## config.mk

```make
export PLATFORM = sky130hd
export DESIGN_NAME = gate_edge_counter
export DESIGN_NICKNAME = d
export VERILOG_FILES = /design/src/rtl/gate_edge_counter.sv
export SDC_FILE = /design/constraint.sdc
export NUM_CORES = 1
export LEC_CHECK = 0
export ABC_CLOCK_PERIOD_IN_PS = 4200
export CORE_MARGIN = 3
export CORE_UTILIZATION = 55
export CTS_CLUSTER_DIAMETER = 40
export DETAILED_ROUTE_END_ITERATION = 8
export GPL_ROUTABILITY_DRIVEN = 0
export PLACE_DENSITY_LB_ADDON = 0.1
export SLEW_MARGIN = 20
export SYNTH_ARGS = -nofsm -noshare
export SYNTH_HDL_FRONTEND = slang
export SYNTH_SLANG_ARGS = --single-unit
export TNS_END_PERCENT = 1
```

## constraint.sdc

```tcl
create_clock -name clk -period 4.2 [get_ports clk]
set_input_delay 0.63 -clock clk [delete_from_list [all_inputs] [get_ports clk]]
set_output_delay 0.63 -clock clk [all_outputs]
set_load 0.05 [all_outputs]
```

## src/rtl/gate_edge_counter.sv

```systemverilog
// Gated edge counter: counts both edges of a synchronized input over fixed
// windows of WINDOW clock cycles and publishes each completed window's total.
module gate_edge_counter #(
  parameter int unsigned WINDOW = 500,
  localparam int unsigned CNT_W = $clog2(WINDOW + 1)
) (
  input  logic             clk,
  input  logic             reset_n,
  input  logic             sig,
  input  logic             enable,
  output logic [CNT_W-1:0] count,
  output logic             count_valid,
  output logic             busy
);

  typedef enum logic [1:0] {
    IDLE  = 2'd0,
    PRIME = 2'd1,
    COUNT = 2'd2
  } state_t;

  localparam logic [CNT_W-1:0] WIN_LAST = CNT_W'(WINDOW - 1);

  state_t           state_q, state_d;
  logic             s1_q, s2_q, s3_q;
  logic             prime_q, prime_d;
  logic [CNT_W-1:0] acc_q, acc_d;
  logic [CNT_W-1:0] win_q, win_d;
  logic [CNT_W-1:0] count_q, count_d;
  logic             valid_q, valid_d;
  logic             sig_edge;

  // Synchronizer and history flop run in every state.
  always_ff @(posedge clk or negedge reset_n) begin
    if (!reset_n) begin
      s1_q <= 1'b0;
      s2_q <= 1'b0;
      s3_q <= 1'b0;
    end else begin
      s1_q <= sig;
      s2_q <= s1_q;
      s3_q <= s2_q;
    end
  end

  assign sig_edge = s2_q ^ s3_q;

  always_ff @(posedge clk or negedge reset_n) begin
    if (!reset_n) begin
      state_q <= IDLE;
      prime_q <= 1'b0;
      acc_q   <= '0;
      win_q   <= '0;
      count_q <= '0;
      valid_q <= 1'b0;
    end else begin
      state_q <= state_d;
      prime_q <= prime_d;
      acc_q   <= acc_d;
      win_q   <= win_d;
      count_q <= count_d;
      valid_q <= valid_d;
    end
  end

  always_comb begin
    state_d = state_q;
    prime_d = prime_q;
    acc_d   = acc_q;
    win_d   = win_q;
    count_d = count_q;
    valid_d = 1'b0;
    unique case (state_q)
      IDLE: begin
        prime_d = 1'b0;
        acc_d   = '0;
        win_d   = '0;
        if (enable) state_d = PRIME;
      end
      PRIME: begin
        acc_d = '0;
        win_d = '0;
        if (!enable) begin
          state_d = IDLE;
          prime_d = 1'b0;
        end else if (prime_q) begin
          state_d = COUNT;
          prime_d = 1'b0;
        end else begin
          prime_d = 1'b1;
        end
      end
      COUNT: begin
        // The last window cycle always completes, even if enable just fell.
        if (win_q == WIN_LAST) begin
          count_d = acc_q + CNT_W'(sig_edge);
          valid_d = 1'b1;
          acc_d   = '0;
          win_d   = '0;
          state_d = enable ? COUNT : IDLE;
        end else if (!enable) begin
          state_d = IDLE;
          acc_d   = '0;
          win_d   = '0;
        end else begin
          acc_d = acc_q + CNT_W'(sig_edge);
          win_d = win_q + CNT_W'(1);
        end
      end
      default: begin
        state_d = IDLE;
      end
    endcase
  end

  assign count       = count_q;
  assign count_valid = valid_q;
  assign busy        = (state_q != IDLE);

endmodule

```

* Word level (Yosys, flattened, before mapping) *
Cells that the tools add are included.

storage, ports and cells
  register bits after elaboration = 34
  input port bits = 4
  output and inout port bits = 11
  word-level logic and storage cells = 43

cells by class
  add/subtract/negate cells = 2
  eq/ne operators = 6
  multiplexer cells = 18
  bitwise operators = 1
  reduce and logical (&&, ||, !) cells = 7

operators by type and width
  operator             number
  $mux 9               4
  $pmux 9 s2           2
  $mux 2               6
  $add 9x1->9          1
  $add 9x1->9 const B  1
  $eq 9x9->1 const B   1
  $ne 3x3->1 const B   2
  $pmux 2 s3           1
  $reduce_bool 2->1    3
  $mux 1               4
  $reduce_and 3->1     1
  $eq 2x1->1 const B   1
  $eq 2x2->1 const B   1
  $logic_not 2->1      1
  $ne 2x2->1 const B   1
  $pmux 1 s2           1
  $reduce_and 2->1     1
  $reduce_or 2->1      1
  $xor 1x1->1          1

* Logic depth before layout (Yosys ltp) *
Gate-level depths: netlist (run 1).

  word-level depth = 5
  gate-level depth with buffers = 7
  mapped depth without buffers = 7

* Worst setup path before layout (run 1) *
OpenSTA, ideal clock, no wires.

  kind = flip-flop to flip-flop
  start point = register s3_q
  end point = register count_q[8], in the netlist count[8]
  library setup time = 0.132 ns
  arrival = 1.619 ns
  slack = 2.449 ns
  cell stages (with the launch flop) = 8
  path buffers = 0
  cell sequence = dfrtp_1 -> xor2_1 -> ha_1 -> ha_1 -> nand3_1 -> nor3_1 -> xnor2_1 -> o21ai_1

between the ends
  longest elaborated chain between the ends = 2

RTL lines
  element                   line  RTL
  start: declaration        25    logic s1_q, s2_q, s3_q;
  start signal: assignment  42    s3_q <= s2_q;
  $xor 1x1->1               46    assign sig_edge = s2_q ^ s3_q;
  $add 9x1->9               96    count_d = acc_q + CNT_W'(sig_edge);
  end signal: assignment    61    count_q <= count_d;
  end: declaration          29    logic [CNT_W-1:0] count_q, count_d;

Every way passes these cells.
A chain may end at the register's enable or synchronous reset.

* Final worst setup path (run 1) *
  start point = register state_q[1]
  end point = output port busy

between the ends
  longest elaborated chain between the ends = 1

RTL lines
  element                   line  RTL
  start: declaration        24    state_t state_q, state_d;
  start signal: assignment  57    state_q <= state_d;
  $reduce_bool 2->1         118   assign busy = (state_q != IDLE);
  end: declaration          13    output logic busy

Every way passes these cells.

==> impl_metrics.env, run 1 <==
export IMPL_ys_top_cells_by_area="dfrtp_1 53%, nand2_1 5.2%, o21ai_0 4.1%"
export IMPL_synth_flop_cell="dfrtp_1"
export IMPL_seq_area_sq_um=850.8
export IMPL_yosysTopAreaCellShare=0.5333
export IMPL_dieArea_sq_um=3583
export IMPL_cts_resized_gates=0
export IMPL_timing_fmax_mhz=405.9
export IMPL_nFillCells=210
export IMPL_postCtsHoldBufs=0
export IMPL_wl_mm=2.815
export IMPL_setup_viol=0
export IMPL_tritoncts="yes"
export IMPL_required_ns=3.57
export IMPL_final_area_sq_um=1815
export IMPL_pwr_share_seq=0.564
export IMPL_power_frac_clock=0.389
export IMPL_io_buffer_count=14
export IMPL_synth_enable_flop_cells=0
export IMPL_place_inst=191
export IMPL_io_pins=15
export IMPL_endpoint_kind="output pin"
export IMPL_syn_area_per_cell_sq_um=10.50
export IMPL_first_iter_violations=40
export IMPL_irDropWorstVdd_uv=302.9
export IMPL_rows=18
export IMPL_antenna_found_initial=0
export IMPL_synth_top_area_cell="dfrtp_1"
export IMPL_yosysMostFrequentCell="dfrtp_1"
export IMPL_p_total_uw=594.1
export IMPL_dpl_instance_area_sq_um=1740
export IMPL_cp_slowest_cell="clkdlybuf4s50_1"
export IMPL_postCtsSetupRepairBufs=0
export IMPL_fin_setup_tns_ns=0
export IMPL_drt_pass1_iter_count=4
export IMPL_multi_input_area_sq_um=685.7
export IMPL_grt_start_max_net_pins=35
export IMPL_h_tree_depth=2
export IMPL_grt_pass1_vias=1098
export IMPL_grt_pass1_wl_mm=4.988
export IMPL_ys_warnings_count=0
export IMPL_die_h_um=59.86
export IMPL_cts_sinks=34
export IMPL_p_sw_uw=126.4
export IMPL_dr_total_vias=1163
export IMPL_p_int_uw=467.7
export IMPL_worstPathArrival_ns=1.83
export IMPL_switching_share=0.2127
export IMPL_clockRootBuffer="clkbuf_4"
export IMPL_via_per_inst=5.844
export IMPL_core_sq_um=2613
export IMPL_status="completed"
export IMPL_fp_dieW_um=59.86
export IMPL_cp_cell_sequence="or2_2 > clkdlybuf4s50_1"
export IMPL_slowest_delay_ns=0.70
export IMPL_syn_nets=160
export IMPL_cp_max_fo=9
export IMPL_detail_route_antenna_nets=0
export IMPL_crit_type="flip-flop to output pin"
export IMPL_power_density_nw_per_um2=327.2
export IMPL_timing_max_cap_violations=0
export IMPL_overflow=0
export IMPL_min_path_type="flip-flop to flip-flop"
export IMPL_ys_types=40
export IMPL_worstSkewPairLatency_ns=0.34
export IMPL_final_min_clock_period_ns=2.463
export IMPL_cts_buffer_depth=2
export IMPL_start_kind="flip-flop"
export IMPL_p_leak_nw=0.8186
export IMPL_power_frac_comb=0.047
export IMPL_cts_made_buffers=5
export IMPL_cts_clk_slew_worst_paths_ns=0.10
export IMPL_syn_to_final_growth_pct=13.80
export IMPL_start_util=0.6106
export IMPL_synth_commonest_cells="34 x dfrtp_1, 22 x nand2_1, 13 x o21ai_0, 9 x a21oi_1"
export IMPL_diodes=0
export IMPL_ys_seq_area_frac=0.5333
export IMPL_slew_viol_final=0
export IMPL_nets=176
export IMPL_drive_above_1_share=0.08876
export IMPL_slew_limit_headroom=0.6582
export IMPL_grt_total_usage=0.1919
export IMPL_min_period_over_period=0.5865
export IMPL_rsz0062_at_grt="false"
export IMPL_tightestPinTransition_ns=0.5111
export IMPL_syn_area_sq_um=1595
export IMPL_yosys_register_bits=34
export IMPL_stdcell_count=199
export IMPL_async_flop_share=1.000
export IMPL_finalClockSkew_ns=0.007208
export IMPL_finalHoldViolCount=0
export IMPL_fin_util=0.6949
export IMPL_detail_route_wl_per_cell_um=14.15
export IMPL_syn_inst=152
export IMPL_hpwlAfterDp_mm=1.980
export IMPL_drc_errors=0
==> cell families (layout without fill, tap and decap cells) <==
kind of cell    count (synthesis)  in the layout  synth area share
compound gates                 40             40            0.1529
xor+xnor                        8              8           0.04392
flops                          34             34            0.5333
simple gates                   53             53            0.1812
fa+ha+maj                       4              4           0.03137
buf+inv                        10             27           0.03686
mux                             3              3           0.02039
==> worst paths after layout <==
| path | from | endpoint | slack [ns] | depth (start not counted) |
|---|---|---|---|---|
| max | state_q[1]$_DFFE_PN0P_ | busy | 1.74 | 2 |
| min | s1_q$_DFF_PN0_ | s2_q$_DFF_PN0_ | 0.36 | 0 |
| max reg2reg | s3_q$_DFF_PN0_ | acc_q[8]$_DFFE_PN0P_ | 2.18 | 7 |
| min reg2reg | s1_q$_DFF_PN0_ | s2_q$_DFF_PN0_ | 0.36 | 0 |
| max in group asynchronous | reset_n | win_q[1]$_DFFE_PN0P_ | 3.21 | 2 |
| min in group asynchronous | reset_n | count[7]$_DFFE_PN0P_ | 0.69 | 2 |
==> critical path, delay by kind of cell, from the launching register on <==
| kind | cells | cell delay, ns |
|---|---|---|
| buffers and inverters | 1 | 0.70 |
| DFF | 1 | 0.48 |
| and+or+nand+nor | 1 | 0.32 |
==> metal layers <==
metal / up-vias / GRT usage / share of wire
met4: 0 / 0.1076 / 0.020
met2: 25 / 0.3040 / 0.47
met5: - / 0 / 0
li1: 575 / - / -
met1: 558 / 0.2389 / 0.46
met3: 5 / 0.04536 / 0.048
==> state kept, by name, summed over array words and instances, names as in the netlist <==
register	flops
state_q	2
acc_q	9
win_q	9
s1_q	1
count	9
prime_q	1
s3_q	1
s2_q	1
count_valid	1
==> layout make-up <==
cell class                 count  area share
sequential                    34      0.4686
multi-input combinational    108      0.3777
timing repair buffer          16     0.08546
clock buffer                   7     0.02481
tap                           30     0.02068
clock inverter                 1     0.01654
inverter                       3    0.006203
==> power groups by stage <==
stage | combinational [mW] | sequential [mW] | clock (mW)
2_1_floorplan | 0.0157 | 0.340 | 0
3_5_place_dp | 0.0284 | 0.342 | 0
4_1_cts | 0.0284 | 0.335 | 0.241
5_1_grt | 0.0311 | 0.336 | 0.255
6_report | 0.0277 | 0.335 | 0.231
3_3_place_gp | 0.0274 | 0.341 | 0
==> metrics by stage <==
stage                     setup WS, ns  hold slack [ns]
after floorplan                  2.449           0.3312
after global placement           2.066           0.3358
after global routing             1.650           0.3698
after detailed placement         1.995           0.3411
final                            1.737           0.3584
after CTS                        1.714           0.3648
==> cells in the final DEF (no fill, tap or decap), drive strengths merged, types with 3 or more instances in the layout <==
cell type	n
a31oi	7
xor2	3
inv	3
nand2	22
o21ai	14
nand3	7
clkdlybuf4s50	14
a21oi	9
dfrtp	34
and3	4
ha	4
a22o	4
xnor2	5
clkbuf	7
Note: power is estimated with default switching activity, not from simulation.
==> run 2, diff against run 1 <==
--- a/config.mk
+++ b/config.mk
@@ -5,7 +5,7 @@
 export SDC_FILE = /design/constraint.sdc
 export NUM_CORES = 1
 export LEC_CHECK = 0
-export ABC_CLOCK_PERIOD_IN_PS = 4200
+export ABC_CLOCK_PERIOD_IN_PS = 2400
 export CORE_MARGIN = 3
 export CORE_UTILIZATION = 55
 export CTS_CLUSTER_DIAMETER = 40
==> constraint.sdc (replaced) <==
create_clock -name clk -period 2.4 [get_ports clk]
set_input_delay 0.36 -clock clk [delete_from_list [all_inputs] [get_ports clk]]
set_output_delay 0.36 -clock clk [all_outputs]
set_load 0.05 [all_outputs]
==> run 2 against run 1 <==
Clock power up 87%. Cell count fell by 0.50%. Die area is the same. Clock skew grew 0.0039 ns. Sequential share of layout area decreased by 0.16 points. Highest routed layer unchanged. Register-to-register slack worse by 1.7 ns. Flip-flop and latch count stayed put. Critical path depth is the same. Utilization rose by 0.24 points. Via count rose by 1.1%. Cell area increased by 0.34%. Critical path type unchanged. Combinational power grew 74%.
==> impl_metrics.env, run 2 (synthesis gave the netlist of run 1 again) <==
export IMPL_status="completed"
export IMPL_crit_type="flip-flop to output pin"
export IMPL_layout_commonest_cell="dfrtp_1"
export IMPL_place_inst=191
export IMPL_setup_viol=0
export IMPL_whs_ns=0.3598
export IMPL_grt_total_usage=0.1852
export IMPL_cts_sinks=34
export IMPL_cts_buffer_depth=2
export IMPL_cts_clk_slew_worst_paths_ns=0.10
export IMPL_tightestPinTransition_ns=0.5083
export IMPL_power_density_nw_per_um2=585.9
export IMPL_syn_to_final_growth_pct=14.20
export IMPL_overflow=0
export IMPL_grt_start_max_net_pins=35
export IMPL_clockRootBuffer="clkbuf_4"
export IMPL_endpoint_kind="output pin"
export IMPL_slew_viol_final=0
export IMPL_irDropWorstVdd_uv=522.4
export IMPL_hpwlAfterDp_mm=1.921
export IMPL_via_per_inst=5.939
export IMPL_core_sq_um=2613
export IMPL_p_sw_uw=227.3
export IMPL_cp_max_fo=9
export IMPL_worstPathArrival_ns=1.84
export IMPL_p_int_uw=840.0
export IMPL_min_period_over_period=0.9183
export IMPL_start_util=0.6106
export IMPL_detail_route_antenna_nets=0
export IMPL_met1_usage=0.2437
export IMPL_pwr_share_seq=0.550
export IMPL_nets=176
export IMPL_finalHoldViolCount=0
export IMPL_switching_share=0.2130
export IMPL_rsz0062_at_grt="false"
export IMPL_power_frac_clock=0.405
export IMPL_fin_setup_tns_ns=0
export IMPL_h_tree_depth=2
export IMPL_finalClockSkew_ns=0.01112
export IMPL_use_met2=0.2608
export IMPL_fin_util=0.6973
export IMPL_postCtsHoldBufs=0
export IMPL_postCtsSetupRepairBufs=0
export IMPL_die_h_um=59.86
export IMPL_detail_route_wl_per_cell_um=14.32
export IMPL_top_usage_layer="met2"
export IMPL_drc_errors=0
export IMPL_use_met3=0.07343
export IMPL_io_buffer_count=14
export IMPL_power_frac_comb=0.045
export IMPL_p_leak_nw=0.8234
export IMPL_min_path_type="flip-flop to flip-flop"
export IMPL_required_ns=2.04
export IMPL_timing_max_cap_violations=0
export IMPL_worstSkewPairLatency_ns=0.34
export IMPL_diodes=0
export IMPL_final_min_clock_period_ns=2.204
export IMPL_tritoncts="yes"
export IMPL_io_pins=15
export IMPL_first_iter_violations=28
export IMPL_dr_total_vias=1176
export IMPL_fp_dieW_um=59.86
export IMPL_cts_resized_gates=0
export IMPL_stdcell_count=198
export IMPL_cts_made_buffers=5
export IMPL_start_kind="flip-flop"
export IMPL_wl_mm=2.836
export IMPL_grt_pass1_vias=1063
export IMPL_final_cell_mix="34 x dfrtp_1, 22 x nand2_1, 14 x clkdlybuf4s50_1"
export IMPL_drt_pass1_iter_count=4
export IMPL_timing_fmax_mhz=453.7
export IMPL_rows=18
export IMPL_grt_pass1_wl_mm=4.795
export IMPL_dieArea_sq_um=3583
export IMPL_p_total_mw=1.067
export IMPL_antenna_found_initial=0
export IMPL_drive_above_1_share=0.09524
export IMPL_slew_limit_headroom=0.6601
## run 2: changes by cell type in the layout (fill, tap and decap cells not counted), sizes merged
cell	previous run	this run
clkbuf	7	6
## run 2: critical path, cell delays in order (launching register included)
cell and delay [ns]:
dfrtp_1 0.49, or2_2 0.32, clkdlybuf4s50_1 0.70
## run 2: layer usage
| metal | vias to the layer above | share of wire |
|---|---|---|
| met1 | 557 | 0.46 |
| li1 | 573 | - |
| met2 | 35 | 0.44 |
| met5 | - | 0 |
| met4 | 0 | 0.027 |
| met3 | 11 | 0.078 |
## run 2: final cells by class
class,instances,area (sq um)
clock buffer,6,51.30
clock inverter,1,30.03
fill,221,790.8
inverter,3,11.26
multi-input combinational,108,685.7
sequential,34,850.8
tap,30,37.54
timing repair buffer,16,155.1
## run 2: worst paths after layout
path / start / endpoint / slack, ns / depth (start not counted)
max: state_q[1]$_DFFE_PN0P_ / busy / 0.20 / 2
min: s1_q$_DFF_PN0_ / s2_q$_DFF_PN0_ / 0.36 / 0
max reg2reg: s3_q$_DFF_PN0_ / count[8]$_DFFE_PN0P_ / 0.46 / 7
min reg2reg: s1_q$_DFF_PN0_ / s2_q$_DFF_PN0_ / 0.36 / 0
max in group asynchronous: reset_n / win_q[0]$_DFFE_PN0P_ / 1.67 / 2
min in group asynchronous: reset_n / prime_q$_DFFE_PN0P_ / 0.42 / 2
## run 2: power by group through the flow
stage / clock, mW / combinational, mW / sequential (mW)
CTS: 0.447 / 0.0494 / 0.587
floorplan: 0 / 0.0275 / 0.595
finish: 0.432 / 0.0483 / 0.587
detailed placement: 0 / 0.0495 / 0.598
global route: 0.468 / 0.0542 / 0.589
global placement: 0 / 0.0483 / 0.597
## run 2: per-stage QoR
step           setup slack [ns]  instance area (sq um)
2_1_floorplan            0.6488                   1595
3_3_place_gp             0.4868                   1740
3_5_place_dp             0.4522                   1740
4_1_cts                  0.1796                   1822
5_1_grt                  0.1067                   1822
6_report                 0.1961                   1822
